==> config.mk <==
export PLATFORM = sky130hd
export DESIGN_NAME = fifo_rd_stream
export DESIGN_NICKNAME = d
export VERILOG_FILES = /design/src/rtl/fifo_rd_stream.sv
export SDC_FILE = /design/constraint.sdc
export NUM_CORES = 1
export LEC_CHECK = 0
export CORE_MARGIN = 3
export CORE_UTILIZATION = 50
export DETAILED_ROUTE_END_ITERATION = 16
export GPL_ROUTABILITY_DRIVEN = 0
export GPL_TIMING_DRIVEN = 0
export PLACE_DENSITY = 0.88
export RECOVER_POWER = 25
export SLEW_MARGIN = 20
export SYNTH_ARGS = -nofsm -noshare
export SYNTH_HDL_FRONTEND = slang
export SYNTH_SLANG_ARGS = --single-unit
==> constraint.sdc <==
create_clock -name clk -period 3.1 [get_ports clk]
set_input_delay 0.31 -clock clk [delete_from_list [all_inputs] [get_ports clk]]
set_output_delay 0.31 -clock clk [all_outputs]
set_load 0.05 [all_outputs]
==> src/rtl/fifo_rd_stream.sv <==
// fifo_rd_stream: converts the one-cycle-latency read port of an upstream
// fifo_sync into a valid/ready stream through a 2-entry in-order skid buffer.
// Optional feature: define FIFO_RD_STREAM_CNT_EN to add the 16-bit xfer_cnt
// output counting accepted beats (wraps 0xFFFF -> 0x0000).
module fifo_rd_stream #(
    parameter int unsigned DATA_WIDTH = 32
) (
    input  logic                  clk,
    input  logic                  rst_n,
    input  logic                  en,
    input  logic                  fifo_empty,
    input  logic [DATA_WIDTH-1:0] fifo_data,
    output logic                  fifo_cs,
    output logic                  fifo_rd_en,
    output logic                  m_valid,
    input  logic                  m_ready,
    output logic [DATA_WIDTH-1:0] m_data
`ifdef FIFO_RD_STREAM_CNT_EN
    ,
    output logic [15:0]           xfer_cnt
`endif
);

    localparam int unsigned OCC_W = 2;
    localparam int unsigned LVL_W = 3;

    // Skid buffer state: ent0 is always the oldest entry.
    logic [OCC_W-1:0]      occ;
    logic [OCC_W-1:0]      occ_nxt;
    logic                  inflight;
    logic [DATA_WIDTH-1:0] ent0;
    logic [DATA_WIDTH-1:0] ent1;
    logic [DATA_WIDTH-1:0] ent0_nxt;
    logic [DATA_WIDTH-1:0] ent1_nxt;

    logic                  push_c;
    logic                  pop_c;
    logic [LVL_W-1:0]      level_c;
    logic                  rd_c;

    // Read issue: only when the word it fetches is guaranteed a free slot.
    always_comb begin
        push_c  = inflight;
        pop_c   = (occ != '0) && m_ready;
        level_c = LVL_W'(occ) + LVL_W'(inflight) - LVL_W'(pop_c);
        rd_c    = en && !fifo_empty && rst_n && (level_c < LVL_W'(2));
    end

    assign fifo_rd_en = rd_c;
    assign fifo_cs    = rd_c;
    assign m_valid    = (occ != '0);
    assign m_data     = ent0;

    // Next buffer contents for the push/pop combination of this cycle.
    always_comb begin
        occ_nxt  = occ;
        ent0_nxt = ent0;
        ent1_nxt = ent1;
        case ({push_c, pop_c})
            2'b10: begin
                if (occ == '0) begin
                    ent0_nxt = fifo_data;
                end else begin
                    ent1_nxt = fifo_data;
                end
                occ_nxt = occ + OCC_W'(1);
            end
            2'b01: begin
                ent0_nxt = ent1;
                occ_nxt  = occ - OCC_W'(1);
            end
            2'b11: begin
                // Occupancy unchanged; the new word joins behind the survivor.
                if (occ == OCC_W'(1)) begin
                    ent0_nxt = fifo_data;
                end else begin
                    ent0_nxt = ent1;
                    ent1_nxt = fifo_data;
                end
            end
            default: begin
            end
        endcase
    end

    // State registers with synchronous reset that drops all words.
    always_ff @(posedge clk) begin
        if (!rst_n) begin
            occ      <= '0;
            inflight <= 1'b0;
            ent0     <= '0;
            ent1     <= '0;
        end else begin
            occ      <= occ_nxt;
            inflight <= rd_c;
            ent0     <= ent0_nxt;
            ent1     <= ent1_nxt;
        end
    end

    // A push into a full buffer without a pop would lose data.
    a_no_overflow: assert property (@(posedge clk) disable iff (!rst_n)
        !(push_c && !pop_c && (occ == OCC_W'(2))));

`ifdef FIFO_RD_STREAM_CNT_EN
    localparam int unsigned CNT_W = 16;

    // Accepted-beat counter, wraps naturally at 16 bits.
    always_ff @(posedge clk) begin
        if (!rst_n) begin
            xfer_cnt <= '0;
        end else if (pop_c) begin
            xfer_cnt <= xfer_cnt + CNT_W'(1);
        end
    end
`endif

endmodule

======== After elaboration in Yosys (flattened, before gate mapping) ========
Index checks and enable logic that the tools add are counted.
word-level totals
  flip-flop bits (word level) ............. 67
  bits of input ports ..................... 37
  output and inout bits ................... 35
  word-level logic and storage cells ...... 35
cells by class
  add/subtract/negate cells ............... 4
  magnitude comparators ................... 1
  equal/unequal tests ..................... 7
  muxes and demuxes ....................... 7
  reductions and logical operators ........ 12
operators by type and width
  cell                                                                          number
  32-bit 2-to-1 mux                                                             4
  32-bit one-hot mux with 3 select lines                                        1
  32-bit one-hot mux with 2 select lines                                        1
  2-bit != test, second input constant                                          3
  2-bit nonzero test                                                            3
  2-bit by 1-bit == test with 1-bit output, second input constant               2
  2-bit == test, second input constant                                          2
  1-bit logical AND                                                             4
  2-bit one-hot mux with 2 select lines                                         1
  2-bit by 1-bit adder with 3-bit output                                        1
  3-bit by 2-bit less-than comparator with 1-bit output, second input constant  1
  3-bit AND reduction                                                           1
  3-bit nonzero test                                                            1
  3-bit by 1-bit subtractor with 3-bit output                                   1
  2-bit by 1-bit adder with 2-bit output, second input constant                 1
  2-bit zero test                                                               1
  2-bit AND reduction                                                           1
  2-bit by 1-bit subtractor with 2-bit output, second input constant            1
  1-bit zero test                                                               1

======== Depth between registers and ports, before layout ========
Gate-level depths: netlist of run 1.
  depth in word-level cells ............... 5
  depth in mapped cells ................... 10
  mapped depth without buffers ............ 8

======== Worst setup path after synthesis of run 1 ========
Ideal clock, no wire load.
  path kind ............................... reg-to-output
  start point ............................. reg occ[1]
  end point ............................... out fifo_rd_en
  data arrival time ....................... 2,970 ps
  required time ........................... 2,790 ps
  slack ................................... -180 ps
  stages on the path, launching flop included .. 10
  buffers on the path ..................... 1
  path through ............................ dfxtp_1 inv_1 ha_1 and2b_1 ha_1 nand2b_1 fa_1 nand4b_1 nor2_1 buf_4
between the ends
  word-level cells in the longest chain between the ends .. 5
  elaborated cells on any way between the ends .. 6
  classes of those cells .................. add/sub: 2; order compare: 1; reduce/logical: 3
RTL lines
  item                                                                                            RTL line  RTL
  from (decl)                                                                                     28        logic [OCC_W-1:0] occ;
  from (signal assigned)                                                                          94        occ <= occ_nxt;
  parallel branches: the longest is 2 deep, another holds 2-bit by 1-bit adder with 3-bit output  -
  3-bit by 1-bit subtractor with 3-bit output (*)                                                 45        level_c = LVL_W'(occ) + LVL_W'(inflight) - LVL_W'(pop_c);
  3-bit by 2-bit less-than comparator with 1-bit output (*)                                       46        rd_c = en && !fifo_empty && rst_n && (level_c < LVL_W'(2));
  1-bit logical AND (*)                                                                           46
  to (decl)                                                                                       14        output logic fifo_rd_en,
Mark *: on every way between the ends.

======== Final worst setup path of run 1 ========
  start point ............................. reg occ[1]
  end point ............................... out fifo_cs
between the ends
  word-level cells in the longest chain between the ends .. 5
  elaborated cells on any way between the ends .. 6
  classes of those cells .................. add/sub: 2; order compare: 1; reduce/logical: 3
RTL lines
  item                                                                                            RTL line  RTL
  parallel branches: the longest is 2 deep, another holds 2-bit by 1-bit adder with 3-bit output  -
  3-bit by 1-bit subtractor with 3-bit output (*)                                                 45
  3-bit by 2-bit less-than comparator with 1-bit output (*)                                       46
  1-bit logical AND (*)                                                                           46
  to (decl)                                                                                       13        output logic fifo_cs,
Marked as above.

==> impl_metrics.env, run 1 <==
export IMPL_antenna_found_initial=0
export IMPL_worstPathMaxFanout=5
export IMPL_num_io_pins=72
export IMPL_cts_buffer_depth=2
export IMPL_outcome="finished clean"
export IMPL_io_buffers=71
export IMPL_postCtsHoldBufs=0
export IMPL_required_ns=2.79
export IMPL_end_kind="primary output"
export IMPL_ant_nets=0
export IMPL_placed_area_mm2=0.003971
export IMPL_fin_crit_sh=0.9807
export IMPL_worstHoldPathType="flip-flop to flip-flop"
export IMPL_n_antenna_cell=0
export IMPL_clock_latency_ns=0.35
export IMPL_yosys_warnings=0
export IMPL_utilization=0.6985
export IMPL_fin_crit_ns=3.040
export IMPL_reg2reg_depth=9
export IMPL_slew_violations=0
export IMPL_layout_common_cells="69 x clkdlybuf4s50_1, 65 x dfxtp_1, 60 x o21ai_1"
export IMPL_design_area_mm2=0.004209
export IMPL_grt_overflow=0
export IMPL_cts_buffers=9
export IMPL_worst_setup_path_type="flip-flop to primary output"
export IMPL_skew_ns=0.007001
export IMPL_dp_hpwl_um=6331
export IMPL_die_h_um=85.55
export IMPL_cts_sinks=67
export IMPL_drt_initial_drc_count=418
export IMPL_cellLeakagePower_nw=1.456
export IMPL_synthTopCellsByArea="dfxtp_1 42%, o21ai_1 9.5%, o31ai_1 7.6%"
export IMPL_die_w_um=85.55
export IMPL_grt_max_degree=12
export IMPL_final_nets=494
export IMPL_htree_levels=3
export IMPL_netlist_area_leader_share=0.4239
export IMPL_grt_usage=0.2613
export IMPL_drcViolationCount=0
export IMPL_rows=28
export IMPL_final_common_cell="clkdlybuf4s50_1"
export IMPL_first_global_vias=3305
export IMPL_yosysTopAreaCell="dfxtp_1"
export IMPL_areaGrowthSynthToFinish_pct=33.02
export IMPL_hold_violations=0
export IMPL_start_kind="flip-flop"
export IMPL_grt_pass1_wl_um=15410
export IMPL_drt_wl_total_um=9690
export IMPL_avgSynthCellArea_um2=8.575
export IMPL_wl_per_cell_um=18.25
export IMPL_tns_ns=0
export IMPL_p_per_area_mw_per_mm2=920.4
export IMPL_layout_drive_gt1_share=0.1272
export IMPL_design_die_area_mm2=0.007319
export IMPL_yosysUniqueCellTypes=28
export IMPL_root_buffer="clkbuf_8"
export IMPL_fmax_ghz=0.3289
export IMPL_synthCells=369
export IMPL_synth_nets=412
export IMPL_syn_cell_area_mm2=0.003164
export IMPL_synth_seq_cells=67
export IMPL_yosysSeqAreaShare=0.4239
export IMPL_clk_pin_slew_ns=0.07
export IMPL_viasPerCell=6.476
export IMPL_pre_cts_ws_ns=-0.3366
export IMPL_total_power_mw=3.874
export IMPL_worst_pin_slew_ns=0.5323
export IMPL_peakVddDrop_uv=514.3
export IMPL_coreArea_mm2=0.006026
export IMPL_dr_pass1_iters=5
export IMPL_cap_violations=0
export IMPL_cts_tree="done"
export IMPL_finalWorstSetupSlack_ns=0.05970
export IMPL_num_vias=3439
export IMPL_slew_headroom=0.6451
export IMPL_cp_arrival_ns=2.73
export IMPL_start_util=0.5251
export IMPL_min_delay_path_depth=2
export IMPL_setup_viol=0
[synth_stat cells]
library cell	n
dfxtp_1	67
o21ai_1	60
o21ai_0	36
a21oi_1	32
a31oi_1	32
nand4_1	32
o31ai_1	32
buf_2	16
buf_6	12
clkbuf_1	12
nor2_1	6
ha_1	5
inv_1	5
buf_1	3
xor2_1	3
and2b_1	2
clkbuf_8	2
nand2_1	2
a211oi_1	1
and2_1	1
and2_4	1
buf_4	1
fa_1	1
inv_2	1
mux2_4	1
nand2b_1	1
nand4b_1	1
or2_1	1
[repair_timing]
| action | CTS | global route |
|---|---|---|
| resized for setup | 14 | 4 |
| endpoints found under the setup margin | 2 | 2 |
| setup buffers | 0 | 0 |
| pin swaps | 0 | 0 |
[cell families (layout without fill, tap and decap cells)]
family,after synthesis,count (layout),share of synthesized area
AO/OA/AOI/OAI,193,193,0.3440
XOR/XNOR,3,3,0.008305
adder cells (fa/ha/maj),6,6,0.02610
buffers and inverters,52,139,0.1040
flip-flops,67,67,0.4239
multiplexers,1,1,0.004744
AND/OR/NAND/NOR,47,47,0.08897
[routing by layer]
| layer | wire length, µm | vias to the layer above | GRT usage |
|---|---|---|---|
| li1 | - | 1573 | - |
| met3 | 763 | 42 | 0.04515 |
| met1 | 3917 | 1610 | 0.3323 |
| met5 | 0 | - | 0 |
| met4 | 312 | 0 | 0.1281 |
| met2 | 4697 | 214 | 0.4287 |
[final timing paths]
check,startpoint,to,slack [ns]
min reg2reg,ent1[27]$_SDFFE_PN0P_,ent1[27]$_SDFFE_PN0P_,0.47
max reg2reg,occ[1]$_SDFFE_PN0N_,ent1[28]$_SDFFE_PN0P_,0.86
min,ent1[27]$_SDFFE_PN0P_,ent1[27]$_SDFFE_PN0P_,0.47
max,occ[1]$_SDFFE_PN0N_,fifo_cs,0.06
[cell type report]
class                      instances  area, µm²
fill                             479       1817
multi-input combinational        250       1523
sequential                        67       1344
timing repair buffer              71      706.9
buffer                            46      306.5
clock buffer                      12      165.2
tap                               75      93.84
clock inverter                     4      47.55
inverter                           6      22.52
[worst max-delay path: stages (launching register included)]
cell and delay (ns):
dfxtp_2 0.35, inv_1 0.13, ha_4 0.18, and2b_2 0.25
ha_4 0.23, nand2b_1 0.15, fa_1 0.48, nand4b_1 0.15
nor2_2 0.16, buf_2 0.28
[through the flow]
step	std cells	hold WS (ns)
after CTS	531	0.4734
after floorplan	369	0.4441
after global routing	531	0.5008
final	531	0.4736
after global placement	515	0.4499
after detailed placement	515	0.4586
[state kept, by name, summed over array words and instances (netlist names)]
signal / count
occ: 2
ent1: 32
m_data: 32
inflight: 1
[where the power goes]
group          total (mW)  internal (mW)  switching, mW
clock               0.778          0.434          0.343
sequential           1.22           1.09          0.131
combinational        1.87          0.656           1.22
Note: power is estimated with default switching activity, not from simulation.
==> inputs of run 2 (changes only) <==
- CORE_UTILIZATION: 50 -> 52
- CTS_BUF_LIST: not set -> sky130_fd_sc_hd__clkbuf_4 sky130_fd_sc_hd__clkbuf_8
- PLACE_DENSITY: 0.88 -> not set
- PLACE_DENSITY_LB_ADDON: not set -> 0.05
==> run 2 against run 1 <==
  * Non-clock buffer count did not move
  * Largest power group unchanged
  * Clock skew barely moved
  * Critical path depth did not move
  * First-iteration DRC count fell by 8.1%
  * Sequential share of layout area barely moved
  * Clock power fell by 1%
  * Global-route usage fell by 0.13 points
  * Final cell count fell by 0.56%
  * Die area fell by 3.6%
  * Wire length fell by 6.0%
  * Critical endpoint unchanged
==> impl_metrics.env, run 2 (synthesized netlist as in run 1, its figures left out) <==
export IMPL_utilization=0.7361
export IMPL_fmax_ghz=0.3394
export IMPL_wl_per_cell_um=17.25
export IMPL_htree_levels=3
export IMPL_coreArea_mm2=0.005709
export IMPL_cap_violations=0
export IMPL_total_power_mw=3.796
export IMPL_finalWorstSetupSlack_ns=0.1539
export IMPL_cellLeakagePower_nw=1.514
export IMPL_final_cells=528
export IMPL_die_w_um=84.01
export IMPL_post_cts_buffers=0
export IMPL_n_antenna_cell=0
export IMPL_num_io_pins=72
export IMPL_hold_violations=0
export IMPL_peakVddDrop_uv=623.9
export IMPL_dr_pass1_iters=5
export IMPL_layout_common_cells="65 x dfxtp_1, 60 x o21ai_1, 46 x clkdlybuf4s50_1"
export IMPL_ant_nets=0
export IMPL_postCtsHoldBufs=0
export IMPL_fin_crit_sh=0.9504
export IMPL_final_common_cell="dfxtp_1"
export IMPL_drcViolationCount=0
export IMPL_cts_buffers=9
export IMPL_areaGrowthSynthToFinish_pct=32.82
export IMPL_skew_ns=0.007155
export IMPL_cts_buffer_depth=2
export IMPL_start_util=0.5542
export IMPL_grt_max_degree=13
export IMPL_outcome="finished clean"
export IMPL_dp_hpwl_um=6205
export IMPL_final_nets=494
export IMPL_rows=27
export IMPL_slew_violations=0
export IMPL_start_kind="flip-flop"
export IMPL_clk_pin_slew_ns=0.07
export IMPL_tns_ns=0
export IMPL_p_per_area_mw_per_mm2=903.2
export IMPL_worst_setup_path_type="flip-flop to primary output"
export IMPL_die_h_um=84.01
export IMPL_dp_cells=512
export IMPL_cp_arrival_ns=2.64
export IMPL_cts_tree="done"
export IMPL_worst_pin_slew_ns=0.5229
export IMPL_slew_headroom=0.6514
export IMPL_design_die_area_mm2=0.007057
export IMPL_grt_overflow=0
export IMPL_setup_viol=0
export IMPL_first_global_vias=3122
export IMPL_worstPathMaxFanout=5
export IMPL_io_buffers=71
export IMPL_viasPerCell=6.176
export IMPL_drt_initial_drc_count=384
export IMPL_clock_latency_ns=0.35
export IMPL_grt_pass1_wl_um=15100
export IMPL_drt_wl_total_um=9109
export IMPL_pre_cts_ws_ns=-0.3901
export IMPL_fin_crit_ns=2.946
export IMPL_cts_sinks=67
export IMPL_antenna_found_initial=0
export IMPL_rsz0062_at_grt="no"
export IMPL_layout_drive_gt1_share=0.1294
export IMPL_root_buffer="clkbuf_8"
export IMPL_end_kind="primary output"
export IMPL_required_ns=2.79
export IMPL_worstHoldPathType="flip-flop to flip-flop"
export IMPL_num_vias=3261
export IMPL_grt_usage=0.2600
run 2: cell types whose count changed in the layout (fill, tap and decap cells not counted), sizes merged:
cell / previous run / this run
inv: 6 / 7
clkdlybuf4s50: 69 / 46
clkbuf: 26 / 25
clkinv: 2 / 1
clkinvlp: 1 / 2
dlygate4sd3: 0 / 23
run 2: repair_timing:
| item | CTS | global route |
|---|---|---|
| pin swaps | 0 | 1 |
| gates resized for setup | 16 | 3 |
| setup endpoints to repair | 2 | 2 |
run 2: worst paths after layout:
path / slack (ns) / from / cells past startpoint / to
setup reg to reg: 0.96 / occ[0]$_SDFFE_PN0N_ / 8 / ent1[29]$_SDFFE_PN0P_
hold reg to reg: 0.47 / ent1[18]$_SDFFE_PN0P_ / 2 / ent1[18]$_SDFFE_PN0P_
setup / recovery: 0.15 / occ[0]$_SDFFE_PN0N_ / 9 / fifo_cs
hold / removal: 0.47 / ent1[18]$_SDFFE_PN0P_ / 2 / ent1[18]$_SDFFE_PN0P_
run 2: area by class of cell:
class / count / area [µm²]
plain buffers: 46 / 306.5
well taps: 72 / 90.09
flip-flops and latches: 67 / 1344
fillers: 472 / 1506
clock inverters: 5 / 58.81
clock buffers: 11 / 151.4
multi-input cells: 250 / 1523
repair buffers: 71 / 706.9
inverters: 6 / 22.52
run 2: through the flow:
step	hold WS, ns	cell area, µm²
floorplan	0.4441	3167
global placement	0.4500	3968
detailed placement	0.4584	3968
CTS	0.4689	4185
global route	0.4946	4203
finish	0.4736	4203
run 2: worst max-delay path: stages, from the launching register on:
cell and delay (ns):
dfxtp_2 0.34, inv_1 0.09, ha_4 0.17, and2b_2 0.25, ha_4 0.23, nand2b_1 0.16
fa_1 0.49, nand4b_1 0.15, nor2_2 0.13, buf_2 0.28
run 2: power breakdown:
group	internal (mW)	switching [mW]
Sequential	1.09	0.118
Clock	0.417	0.352
Combinational	0.616	1.20
Total	2.13	1.67
run 2: layer usage:
metal  wire [µm]  vias up  share of wire  track usage
met2        4328      164           0.48       0.4259
li1            -     1570              -            -
met5           0        -              0            0
met1        4038     1518           0.44       0.3435
met3         644        9          0.071      0.06318
met4          97        0          0.011      0.06579
